==> config.mk <==
export PLATFORM = sky130hd
export DESIGN_NAME = wb_dma_sequencer_flat
export DESIGN_NICKNAME = d
export VERILOG_FILES = /design/src/rtl/wb_dma_sequencer_if.sv /design/src/rtl/wb_dma_sequencer.sv /design/src/flat_wrapper.sv
export SDC_FILE = /design/constraint.sdc
export NUM_CORES = 1
export LEC_CHECK = 0
export ABC_AREA = 1
export BUFFER_PORTS_ARGS = -buffer_cell sky130_fd_sc_hd__buf_2
export CAP_MARGIN = 30
export CORE_MARGIN = 4
export CORE_UTILIZATION = 40
export CTS_BUF_LIST = sky130_fd_sc_hd__clkbuf_8
export DETAILED_ROUTE_END_ITERATION = 8
export SLEW_MARGIN = 5
export SYNTH_ARGS = -nofsm -noshare
export SYNTH_HDL_FRONTEND = slang
export SYNTH_SLANG_ARGS = --single-unit
==> constraint.sdc <==
create_clock -name clk -period 1.9 [get_ports clk]
set_input_delay 0.095 -clock clk [delete_from_list [all_inputs] [get_ports clk]]
set_output_delay 0.095 -clock clk [all_outputs]
set_load 0.005 [all_outputs]
==> src/rtl/wb_dma_sequencer_if.sv <==
// Wishbone classic bus bundle between wb_dma_sequencer (master) and the
// wb_stream_writer configuration port (slave).
interface wb_dma_sequencer_if;
  logic [31:0] adr;
  logic [31:0] dat_w;
  logic [31:0] dat_r;
  logic [3:0]  sel;
  logic        we;
  logic        cyc;
  logic        stb;
  logic [2:0]  cti;
  logic [1:0]  bte;
  logic        ack;
  logic        err;

  modport master (
    output adr, dat_w, sel, we, cyc, stb, cti, bte,
    input  dat_r, ack, err
  );

  modport slave (
    input  adr, dat_w, sel, we, cyc, stb, cti, bte,
    output dat_r, ack, err
  );
endinterface

==> src/rtl/wb_dma_sequencer.sv <==
// wb_dma_sequencer: programs wb_stream_writer one packet per pass
// (START_ADDR, BUF_SIZE, BURST_SIZE, ENABLE), waits for its interrupt,
// clears it, advances the packet address and repeats.
// Optional build macro DMA_SEQ_WRAP_EN: the ring wraps to packet 0 after
// NUM_PACKETS-1 and the run continues until stop or bus error.
module wb_dma_sequencer #(
  parameter int unsigned BASE_ADDR   = 0,
  parameter int unsigned PACKET_SIZE = 170,
  parameter int unsigned BURST_SIZE  = 34,
  parameter int unsigned NUM_PACKETS = 100,
  parameter int unsigned WSB         = 4
) (
  input  logic                       clk,
  input  logic                       rst_n,
  input  logic                       start_i,
  input  logic                       stop_i,
  input  logic                       irq_i,
  wb_dma_sequencer_if.master         wbm,
  output logic                       busy_o,
  output logic [15:0]                pkt_idx_o,
  output logic                       pkt_done_o,
  output logic                       done_o,
  output logic                       err_o
);

  localparam logic [31:0] ADR_ENABLE = 32'(0);
  localparam logic [31:0] ADR_START  = 32'(WSB);
  localparam logic [31:0] ADR_BUF    = 32'(2 * WSB);
  localparam logic [31:0] ADR_BURST  = 32'(3 * WSB);
  localparam logic [31:0] DAT_SIZE   = 32'(PACKET_SIZE * 4);
  localparam logic [31:0] DAT_BURST  = 32'(BURST_SIZE);
  localparam logic [31:0] DAT_EN     = 32'd1;
  localparam logic [31:0] DAT_CLR    = 32'd2;
  localparam logic [31:0] ADDR_BASE  = 32'(BASE_ADDR);
  localparam logic [31:0] ADDR_STEP  = 32'(PACKET_SIZE * WSB);
  localparam logic [15:0] LAST_IDX   = 16'(NUM_PACKETS - 1);

  typedef enum logic [2:0] {
    S_IDLE,
    S_WR_ADDR,
    S_WR_SIZE,
    S_WR_BURST,
    S_WR_EN,
    S_WAIT_IRQ,
    S_WR_CLR,
    S_NEXT
  } state_t;

  state_t      state_q, state_d;
  logic        cyc_q, cyc_d;
  logic [31:0] adr_q, adr_d;
  logic [31:0] dat_q, dat_d;
  logic [31:0] addr_acc_q, addr_acc_d;
  logic [15:0] pkt_idx_q, pkt_idx_d;
  logic        stop_pend_q, stop_pend_d;
  logic        busy_q, busy_d;
  logic        pkt_done_q, pkt_done_d;
  logic        done_q, done_d;
  logic        err_q, err_d;

  logic [31:0] wr_adr;
  logic [31:0] wr_dat;
  state_t      after_state;
  logic [31:0] next_addr;
  logic        last_pkt;
  logic        end_run;
  logic        dat_r_unused;

  assign dat_r_unused = ^wbm.dat_r;

  // Register address, data and successor for the write owned by each state.
  always_comb begin
    wr_adr      = ADR_START;
    wr_dat      = addr_acc_q;
    after_state = S_WR_SIZE;
    case (state_q)
      S_WR_SIZE:  begin wr_adr = ADR_BUF;    wr_dat = DAT_SIZE;  after_state = S_WR_BURST; end
      S_WR_BURST: begin wr_adr = ADR_BURST;  wr_dat = DAT_BURST; after_state = S_WR_EN;    end
      S_WR_EN:    begin wr_adr = ADR_ENABLE; wr_dat = DAT_EN;    after_state = S_WAIT_IRQ; end
      S_WR_CLR:   begin wr_adr = ADR_ENABLE; wr_dat = DAT_CLR;   after_state = S_NEXT;     end
      default:    ;
    endcase
  end

  // Sequencer next-state logic. A write state with cyc low issues its
  // write (this is the single idle bus cycle after the previous ack);
  // IDLE, WAIT_IRQ and NEXT issue the following write directly so the
  // gap between writes never exceeds one cycle.
  always_comb begin
    state_d     = state_q;
    cyc_d       = cyc_q;
    adr_d       = adr_q;
    dat_d       = dat_q;
    addr_acc_d  = addr_acc_q;
    pkt_idx_d   = pkt_idx_q;
    stop_pend_d = stop_pend_q | (stop_i & (state_q != S_IDLE));
    err_d       = err_q;
    pkt_done_d  = 1'b0;
    done_d      = 1'b0;
    next_addr   = addr_acc_q + ADDR_STEP;
    last_pkt    = (pkt_idx_q == LAST_IDX);
    end_run     = 1'b0;

    case (state_q)
      S_IDLE: begin
        if (start_i) begin
          state_d     = S_WR_ADDR;
          cyc_d       = 1'b1;
          adr_d       = ADR_START;
          dat_d       = ADDR_BASE;
          addr_acc_d  = ADDR_BASE;
          pkt_idx_d   = '0;
          err_d       = 1'b0;
          stop_pend_d = stop_i;
        end
      end

      S_WR_ADDR, S_WR_SIZE, S_WR_BURST, S_WR_EN, S_WR_CLR: begin
        if (!cyc_q) begin
          cyc_d = 1'b1;
          adr_d = wr_adr;
          dat_d = wr_dat;
        end else if (wbm.err) begin
          state_d     = S_IDLE;
          cyc_d       = 1'b0;
          err_d       = 1'b1;
          done_d      = 1'b1;
          stop_pend_d = 1'b0;
        end else if (wbm.ack) begin
          cyc_d   = 1'b0;
          state_d = after_state;
        end
      end

      S_WAIT_IRQ: begin
        if (irq_i) begin
          state_d = S_WR_CLR;
          cyc_d   = 1'b1;
          adr_d   = ADR_ENABLE;
          dat_d   = DAT_CLR;
        end
      end

      S_NEXT: begin
        pkt_done_d = 1'b1;
`ifdef DMA_SEQ_WRAP_EN
        if (last_pkt) begin
          pkt_idx_d  = '0;
          addr_acc_d = ADDR_BASE;
        end else begin
          pkt_idx_d  = pkt_idx_q + 16'd1;
          addr_acc_d = next_addr;
        end
        end_run = stop_pend_q;
`else
        if (!last_pkt) begin
          pkt_idx_d  = pkt_idx_q + 16'd1;
          addr_acc_d = next_addr;
        end
        end_run = last_pkt | stop_pend_q;
`endif
        if (end_run) begin
          state_d     = S_IDLE;
          done_d      = 1'b1;
          stop_pend_d = 1'b0;
        end else begin
          state_d = S_WR_ADDR;
          cyc_d   = 1'b1;
          adr_d   = ADR_START;
          dat_d   = addr_acc_d;
        end
      end

      default: state_d = S_IDLE;
    endcase

    busy_d = (state_d != S_IDLE);
  end

  // State and registered outputs; asynchronous reset clears the bus at once.
  always_ff @(posedge clk or negedge rst_n) begin
    if (!rst_n) begin
      state_q     <= S_IDLE;
      cyc_q       <= 1'b0;
      adr_q       <= '0;
      dat_q       <= '0;
      addr_acc_q  <= '0;
      pkt_idx_q   <= '0;
      stop_pend_q <= 1'b0;
      busy_q      <= 1'b0;
      pkt_done_q  <= 1'b0;
      done_q      <= 1'b0;
      err_q       <= 1'b0;
    end else begin
      state_q     <= state_d;
      cyc_q       <= cyc_d;
      adr_q       <= adr_d;
      dat_q       <= dat_d;
      addr_acc_q  <= addr_acc_d;
      pkt_idx_q   <= pkt_idx_d;
      stop_pend_q <= stop_pend_d;
      busy_q      <= busy_d;
      pkt_done_q  <= pkt_done_d;
      done_q      <= done_d;
      err_q       <= err_d;
    end
  end

  assign wbm.adr    = adr_q;
  assign wbm.dat_w  = dat_q;
  assign wbm.cyc    = cyc_q;
  assign wbm.stb    = cyc_q;
  assign wbm.we     = cyc_q;
  assign wbm.sel    = 4'hf;
  assign wbm.cti    = 3'b000;
  assign wbm.bte    = 2'b00;

  assign busy_o     = busy_q;
  assign pkt_idx_o  = pkt_idx_q;
  assign pkt_done_o = pkt_done_q;
  assign done_o     = done_q;
  assign err_o      = err_q;

endmodule

==> src/flat_wrapper.sv <==
// flat-port wrapper written by rule: the top's interface ports become plain ports
module wb_dma_sequencer_flat 
#(
  parameter int unsigned BASE_ADDR   = 0,
  parameter int unsigned PACKET_SIZE = 170,
  parameter int unsigned BURST_SIZE  = 34,
  parameter int unsigned NUM_PACKETS = 100,
  parameter int unsigned WSB         = 4
)
  (clk, rst_n, start_i, stop_i, irq_i, busy_o, pkt_idx_o, pkt_done_o, done_o, err_o, wbm_adr, wbm_dat_w, wbm_sel, wbm_we, wbm_cyc, wbm_stb, wbm_cti, wbm_bte, wbm_dat_r, wbm_ack, wbm_err);
  wb_dma_sequencer_if wbm_i ();
  input  logic clk;
  input  logic rst_n;
  input  logic start_i;
  input  logic stop_i;
  input  logic irq_i;
  output logic busy_o;
  output logic [15:0] pkt_idx_o;
  output logic pkt_done_o;
  output logic done_o;
  output logic err_o;
  output wire logic [$bits(wbm_i.adr)-1:0] wbm_adr;
  output wire logic [$bits(wbm_i.dat_w)-1:0] wbm_dat_w;
  output wire logic [$bits(wbm_i.sel)-1:0] wbm_sel;
  output wire logic [$bits(wbm_i.we)-1:0] wbm_we;
  output wire logic [$bits(wbm_i.cyc)-1:0] wbm_cyc;
  output wire logic [$bits(wbm_i.stb)-1:0] wbm_stb;
  output wire logic [$bits(wbm_i.cti)-1:0] wbm_cti;
  output wire logic [$bits(wbm_i.bte)-1:0] wbm_bte;
  input wire logic [$bits(wbm_i.dat_r)-1:0] wbm_dat_r;
  input wire logic [$bits(wbm_i.ack)-1:0] wbm_ack;
  input wire logic [$bits(wbm_i.err)-1:0] wbm_err;
  assign wbm_adr = wbm_i.adr;
  assign wbm_dat_w = wbm_i.dat_w;
  assign wbm_sel = wbm_i.sel;
  assign wbm_we = wbm_i.we;
  assign wbm_cyc = wbm_i.cyc;
  assign wbm_stb = wbm_i.stb;
  assign wbm_cti = wbm_i.cti;
  assign wbm_bte = wbm_i.bte;
  assign wbm_i.dat_r = wbm_dat_r;
  assign wbm_i.ack = wbm_ack;
  assign wbm_i.err = wbm_err;
  wb_dma_sequencer #(.BASE_ADDR(BASE_ADDR), .PACKET_SIZE(PACKET_SIZE), .BURST_SIZE(BURST_SIZE), .NUM_PACKETS(NUM_PACKETS), .WSB(WSB)) u_core (.clk(clk), .rst_n(rst_n), .start_i(start_i), .stop_i(stop_i), .irq_i(irq_i), .wbm(wbm_i), .busy_o(busy_o), .pkt_idx_o(pkt_idx_o), .pkt_done_o(pkt_done_o), .done_o(done_o), .err_o(err_o));
endmodule
# After elaboration in Yosys (flattened, before gate mapping)
# Index checks and enable logic that the tools add are counted.
# totals
elab_cells,89
input_bits,39
out_inout_bits,96
regBits,121
# classes
muxes,46
bitwise_logic,3
eq_ne,15
reduce_logical,12
add_sub_neg,2
# op_table
cell,n
one-hot mux 32 bit (4 select lines),3
2-to-1 mux 32 bit,9
one-hot mux 32 bit (2 select lines),1
adder 32 x 10 -> 32 bit (second input constant),1
2-to-1 mux 16 bit,2
one-hot mux 16 bit (2 select lines),1
one-hot mux 3 bit (4 select lines),2
2-to-1 mux 1 bit,18
adder 16 x 1 -> 16 bit (second input constant),1
equality test 16 x 7 -> 1 bit (second input constant),1
2-to-1 mux 3 bit,5
equality test 3 bit (second input constant),4
inequality test 2 bit (second input constant),6
one-hot mux 4 bit (3 select lines),1
AND reduction 4 bit,2
equality test 3 x 2 -> 1 bit (second input constant),2
AND reduction 3 bit,2
nonzero test 3 bit,2
OR reduction 5 bit,1
one-hot mux 1 bit (2 select lines),2
one-hot mux 1 bit (4 select lines),1
nonzero test 2 bit,2
equality test 3 x 1 -> 1 bit (second input constant),1
logical NOT 3 bit,1
other kinds (6),7

# Longest topological paths before layout
# Gate-level depths: netlist of the first run.
# depth
word_depth,7
mapped_depth,14
ltp_nobuf,14

# Worst setup path before layout of the first run
# Ideal clock, no wire load.
# synth_timing
kind,reg2reg
from,reg u_core.pkt_idx_q[0] (netlist: u_core.pkt_idx_o[0])
to,reg u_core.dat_q[17] (netlist: u_core.wbm.dat_w[17])
stages_incl_launch_ff,14
setup_slack_ns,0.101
required_ns,1.783
path_buffers,2
t_arrival_ns,1.682
cell_sequence,dfrtp_1 > ha_1 > inv_2 > nor2_1 > nand2_1 > nor2_1 > nand2_1 > buf_2 > buf_2 > nand4_1 > nand3_1 > o21ai_0 > nand2_1 > nand2_1
# synth_via
elab_chain_len,4
# synth_lines
item,line_no,source
"start, declared",wb_dma_sequencer.sv:54,"logic [15:0] pkt_idx_q, pkt_idx_d;"
"start signal, assigned",wb_dma_sequencer.sv:200,pkt_idx_q <= pkt_idx_d;
equality test 16 x 7 -> 1 bit *,wb_dma_sequencer.sv:101,last_pkt = (pkt_idx_q == LAST_IDX);
2-to-1 mux 32 bit or bitwise OR 1 bit (tied branches),"wb_dma_sequencer.sv:156, wb_dma_sequencer.sv:160",
2-to-1 mux 32 bit or inequality test 2 bit (tied branches),--,
one-hot mux 32 bit (4 select lines) or AND reduction 4 bit (tied branches),--,
"end signal, assigned",wb_dma_sequencer.sv:198,dat_q <= dat_d;
"end, declared",wb_dma_sequencer.sv:52,"logic [31:0] dat_q, dat_d;"
# Mark *: on every way between the ends. The rest lies on a longest branch, timed or not. The select of a mux whose other input is x is not followed.
# A chain may end at the register's enable or synchronous reset.

# Worst setup path after layout of the first run
# layout_timing
from,reg u_core.pkt_idx_q[1] (netlist: u_core.pkt_idx_o[1])
to,reg u_core.dat_q[25] (netlist: u_core.wbm.dat_w[25])
# The elaborated chain is that of the path after synthesis.

==> metrics.txt, run 1 <==
layout cell share with drive strength beyond 1 0.2146; CP Class flip-flop to flip-flop; largest net degree at the start of global routing 42; status completed; CTS root buf clkbuf_8; Worst Tran Pin Value 546.5 ps; Area Growth Syn to Fin 21.45%; Chip Height roughly 120 um; clk sink count 88; Async SR Flop Fraction 1.000; Global Route met3 Usage 0.03410; yosys warns 0; M2 GR Usage 0.3016; hold slack between 30 and 40 ps; Synth Flop Type dfrtp_1; Synth top area share 0.4213; min Tclk post-route about 1800 ps; mapped cell area 5228 um^2; fin. max-slew vios 0; DP Cell Count ~1000; Clock Path Buffers 2; vias in the first global route around 4700; Clock Latency Late Sink between 300 and 400 ps; count of final hold-check violations 0; worst setup margin 88.10 ps; port buffer count 63; M1 GR Usage 0.2650; Post-synth EDFFs 0; gpl congestion roughly 0.9; total track usage 0.1916; initial antenna violation count 0; Worst EP arrival roughly 2100 ps; Power Total about 5.6 mW; Yosys reg bits just under 90; Synth area leader dfrtp_1; Crit. End Element flip-flop; WP data required roughly 2200 ps; worst vdd ir 534.9 uV; Final ANT Viol Nets 0; # rows between 40 and 50; sequential area share after synthesis 0.4213; Die Area 14960 um^2; commonest non-fill, non-tap cells in the layout 237 x nand2_1, 87 x dfrtp_1, 66 x inv_1; CTS clk-pin slew, worst paths ~90 ps; non-filler cells, final between 1000 and 1500; final worst-path cycle share 0.9536; most common cell after layout, fill and taps aside nand2_1; slew margin rel. 0.6353; TritonCTS Buffers 9; R2R depth 15; drc violations 0; crit path launch type flip-flop; worst hold stages 4; Final Setup Violations 0; busiest grt layer met2; Hold Path Class input port to flip-flop; diodes inserted 0; gr ovfl total 0; syn_area_per_cell about 7.1 um^2; Synth cell types 36; cells after synthesis 740; DR vias around 5000; total area of sequential cells ~2200 um^2; skew final around 11 ps; Fillers 1299; vias per cell around 5; Post-Route WL ~14 mm; first-pass GRT wire length around 23 mm; Layout Nets around 880; MaxCap Viol Count 0; P per Cell Area roughly 880 nW/um^2; P_leak 3.338 nW; RSZ-0062 raised after global routing true; drt pass-1 iters 4; DP Worst Slack -117.8 ps; # IOs approximately 140; detailed placer's ending HPWL around 10 mm; initial DRC count roughly 230; Multi-input gate area 2591 um^2; f_max approximately 0.55 GHz; Critical Path Fanout Max 8; DR WL/cell approximately 14 um; top post-synthesis cells by area dfrtp_1 42%, nand2_1 18%, o21ai_0 6.4%; CTS tree built; core area 12720 um^2; H-tree levels 3; Die W around 120 um; initial core utilization 0.4109
## synth_stat cells, types with 2 or more instances
library cell / instances
ha_1: 2
buf_4: 43
buf_6: 4
inv_2: 11
nand2_1: 247
nand4_1: 17
nor2_2: 2
conb_1: 2
o22ai_1: 5
a21oi_1: 19
buf_1: 2
nor2_1: 57
nand3_1: 58
nor4_1: 4
o21ai_1: 2
xor2_1: 5
a31oi_1: 2
and2_1: 3
buf_2: 5
clkbuf_1: 7
nand2_2: 2
inv_1: 67
nor3_1: 8
dfrtp_1: 88
o21ai_0: 67
## per-layer routing
metal	vias up	routed length, um
li1	2502	-
met1	2358	6396
met2	123	6442
met3	14	736
met4	0	203
met5	-	0
## cell families after synthesis
| logic type | share of synthesized area |
|---|---|
| compound gates | 0.1020 |
| xor+xnor | 0.008377 |
| fa+ha+maj | 0.004786 |
| buf+inv | 0.1386 |
| flops | 0.4213 |
| other cells | 0.001437 |
| simple gates | 0.3236 |
## timing repair
| action | 4_1_cts | 5_1_grt |
|---|---|---|
| hold buffers | 4 | 0 |
| gates resized for setup | 6 | 57 |
| pin swaps | 0 | 15 |
| setup endpoints to repair | 37 | 55 |
| endpoints found under the hold margin | 34 | 0 |
| setup buffers | 0 | 1 |
## where the power goes
part	total (mW)	internal (mW)	switching [mW]	leakage, nW
logic	1.88	0.569	1.31	2.00
clock network	1.61	0.905	0.702	0.128
registers	2.11	2.01	0.106	1.21
total	5.60	3.48	2.12	3.34
## sequential cells by signal, summed over array words and instances (netlist names)
name,cells
u_core.wbm.adr,2
u_core.wbm.cyc,1
u_core.err_o,1
u_core.pkt_idx_o,16
u_core.stop_pend_q,1
u_core.wbm.dat_w,32
u_core.addr_acc_q,29
u_core.state_q,3
u_core.busy_o,1
u_core.pkt_done_o,1
u_core.done_o,1
## final timing paths
path / start / endpoint / slack, ps
max in group asynchronous: rst_n / u_core.state_q[0] / 1100
min: start_i / u_core.stop_pend_q / 30
max reg2reg: u_core.pkt_idx_o[1] / u_core.wbm.dat_w[25] / 90
max: u_core.pkt_idx_o[1] / u_core.wbm.dat_w[25] / 90
min in group asynchronous: rst_n / u_core.busy_o / 200
min reg2reg: u_core.wbm.dat_w[2] / u_core.wbm.dat_w[2] / 480
## critical path: stages (launching register included)
cell,delay (ps)
dfrtp_1,390
ha_2,190
inv_2,60
nor2_2,30
nand2_1,70
nor2_1,50
nand2_2,140
buf_12,150
buf_4,130
nand3_2,70
nor2_1,100
nand2_1,50
nand3_1,90
nand2_1,60
nand2_1,50
nand2_1,50
## per-stage QoR
step / util / instance area [um^2] / TNS (ps)
6_report: 0.4990 / 6349 / 0
5_1_grt: 0.4990 / 6349 / -1434
4_1_cts: 0.4853 / 6175 / 0
3_5_place_dp: 0.4616 / 5873 / -2579
3_3_place_gp: 0.4616 / 5873 / -367.4
2_1_floorplan: - / 5366 / 0
## final cells by class
class,count,area share
inverters,78,0.04730
repair buffers,117,0.1250
clock inverters,6,0.01695
well taps,172,0.03390
multi-input cells,549,0.4082
flip-flops and latches,88,0.3471
clock buffers,10,0.02168
Note: power is estimated with default switching activity, not from simulation.
==> inputs of run 2 (changes only) <==
--- a/config.mk
+++ b/config.mk
@@ -12,6 +12,7 @@
 export CORE_UTILIZATION = 40
 export CTS_BUF_LIST = sky130_fd_sc_hd__clkbuf_8
 export DETAILED_ROUTE_END_ITERATION = 8
+export SETUP_SLACK_MARGIN = 0.2
 export SLEW_MARGIN = 5
 export SYNTH_ARGS = -nofsm -noshare
 export SYNTH_HDL_FRONTEND = slang
==> metrics.txt, run 2 (synthesis results as in run 1) <==
status completed (unchanged); gpl congestion 0.9283 (was 0.9206); max reg flops 32 (unchanged); vias per cell 4.985 (was 4.899); worst vdd ir 777.9 uV (was 534.9 uV); DR vias 5120 (was 4997); most common cell after layout, fill and taps aside nand2_1 (unchanged); hold slack 33.72 ps (was 30.10 ps); fin util 0.5211 (was 0.4990); Worst Tran Pin Value 499.9 ps (was 546.5 ps); Die W 122.3 um (unchanged); DR WL/cell 14.03 um (was 13.51 um); commonest non-fill, non-tap cells in the layout 213 x nand2_1, 86 x dfrtp_1, 65 x inv_1 (was 237 x nand2_1, 87 x dfrtp_1, 66 x inv_1); drt pass-1 iters 5 (was 4); CP Class flip-flop to flip-flop (unchanged); Chip Height 122.3 um (unchanged); largest net degree at the start of global routing 40 (was 42); fin. max-slew vios 0 (unchanged); Layout Nets 891 (was 884); Power Total 6.139 mW (was 5.600 mW); Final ANT Viol Nets 0 (unchanged); MaxCap Viol Count 0 (unchanged); Die Area 14960 um^2 (unchanged); Clock Path Buffers 2 (unchanged); core area 12720 um^2 (unchanged); Post-Route WL 14.41 mm (was 13.78 mm); R2R depth 13 (was 15); gr ovfl total 0 (unchanged); Final Setup Violations 0 (unchanged); clk sink count 88 (unchanged); port buffer count 63 (unchanged); area post-placement 5799 um^2 (was 5873 um^2); DP Worst Slack -71.35 ps (was -117.8 ps); non-filler cells, final 1027 (was 1020); H-tree levels 3 (unchanged); total track usage 0.1920 (was 0.1916); CTS tree built (unchanged); worst setup margin 79.62 ps (was 88.10 ps); count of final hold-check violations 0 (unchanged); initial DRC count 322 (was 228); fin area 6630 um^2 (was 6349 um^2); initial antenna violation count 0 (unchanged); Area Growth Syn to Fin 26.83% (was 21.45%); P_leak 3.458 nW (was 3.338 nW); Fin Setup TNS 0 ps (unchanged); crit path launch type flip-flop (unchanged); final worst-path cycle share 0.9581 (was 0.9536); worst hold stages 4 (unchanged); f_max 0.5493 GHz (was 0.5519 GHz); diodes inserted 0 (unchanged); TritonCTS Buffers 9 (unchanged); RSZ-0062 raised after global routing true (unchanged); CTS root buf clkbuf_8 (unchanged); Clock Latency Late Sink 370 ps (was 380 ps); Hold Path Class input port to flip-flop (unchanged); # rows 41 (unchanged); drc violations 0 (unchanged); detailed placer's ending HPWL 9.673 mm (was 9.924 mm); Crit. End Element flip-flop (unchanged); Worst EP arrival 2140 ps (was 2080 ps); vias in the first global route 4877 (was 4714); DP Cell Count 989 (was 999); CTS clk-pin slew, worst paths 90 ps (about the same); layout cell share with drive strength beyond 1 0.2608 (was 0.2146); skew final 12.39 ps (was 11.02 ps); initial core utilization 0.4109 (unchanged); Critical Path Fanout Max 11 (was 8); slew margin rel. 0.6664 (was 0.6353); WP data required 2220 ps (was 2170 ps); first-pass GRT wire length 23.24 mm (was 22.60 mm); min Tclk post-route 1820 ps (was 1812 ps); # IOs 135 (unchanged); P per Cell Area 925.9 nW/um^2 (was 882.1 nW/um^2)
-- run 2: cell count changes in the layout (fill, tap and decap cells not counted), moves of 4 or more --
| cell | delta |
|---|---|
| o21ai_0 | -16 |
| buf_6 | +8 |
| nand2_1 | -24 |
| nand3_2 | -4 |
| nand2_2 | +17 |
| o21ai_1 | +13 |
| nand2_4 | +8 |
| nor2_1 | -5 |
| buf_4 | -6 |
-- run 2: final cells by class --
| class | instances | area, um^2 |
|---|---|---|
| inverters | 78 | 309.0 |
| flip-flops and latches | 88 | 2205 |
| clock buffers | 9 | 123.9 |
| fillers | 1227 | 6092 |
| multi-input cells | 550 | 2756 |
| repair buffers | 123 | 950.9 |
| clock inverters | 7 | 70.07 |
| well taps | 172 | 215.2 |
-- run 2: path summary, 6_finish.rpt --
kind | start | end | slack (ps)
max in group asynchronous | rst_n | u_core.wbm.dat_w[22] | 1070
worst max register to register | u_core.pkt_idx_o[1] | u_core.wbm.dat_w[25] | 80
worst min register to register | u_core.wbm.dat_w[6] | u_core.wbm.dat_w[6] | 480
worst max-delay path | u_core.pkt_idx_o[1] | u_core.wbm.dat_w[25] | 80
min in group asynchronous | rst_n | u_core.pkt_idx_o[5] | 220
worst min-delay path | start_i | u_core.stop_pend_q | 30
-- run 2: repair_timing --
item	4_1_cts	5_1_grt
resized for setup	55	83
gates cloned	2	3
pin swaps	9	18
hold buffers	4	0
setup endpoints to repair	59	82
buffers inserted	9	4
endpoints found under the hold margin	37	0
-- run 2: where the power goes --
group	internal, mW	leakage (nW)	total (mW)	switching, mW
registers	2.01	1.21	2.11	0.107
clock network	0.611	0.0998	1.35	0.739
logic	1.08	2.15	2.67	1.59
total	3.70	3.46	6.14	2.44
-- run 2: routing by layer --
layer  vias to the layer above  track usage  wire [um]  part of all wire
met4                         0      0.05668        194             0.013
met2                       175       0.3092       6882              0.48
met3                        13      0.03825        864             0.060
li1                       2533            -          -                 -
met1                      2399       0.2629       6463              0.45
met5                         -            0          0                 0
-- run 2: worst max-delay path, stage by stage (launching register included) --
cell and delay [ps]:
dfrtp_1 360, ha_2 190, inv_2 40, nor2_2 100
nand2_2 100, nor2_4 130, nand2_4 100, a21oi_4 150
inv_2 60, nand4_4 80, buf_12 170, buf_12 150
nand2_1 60, nand2_1 60
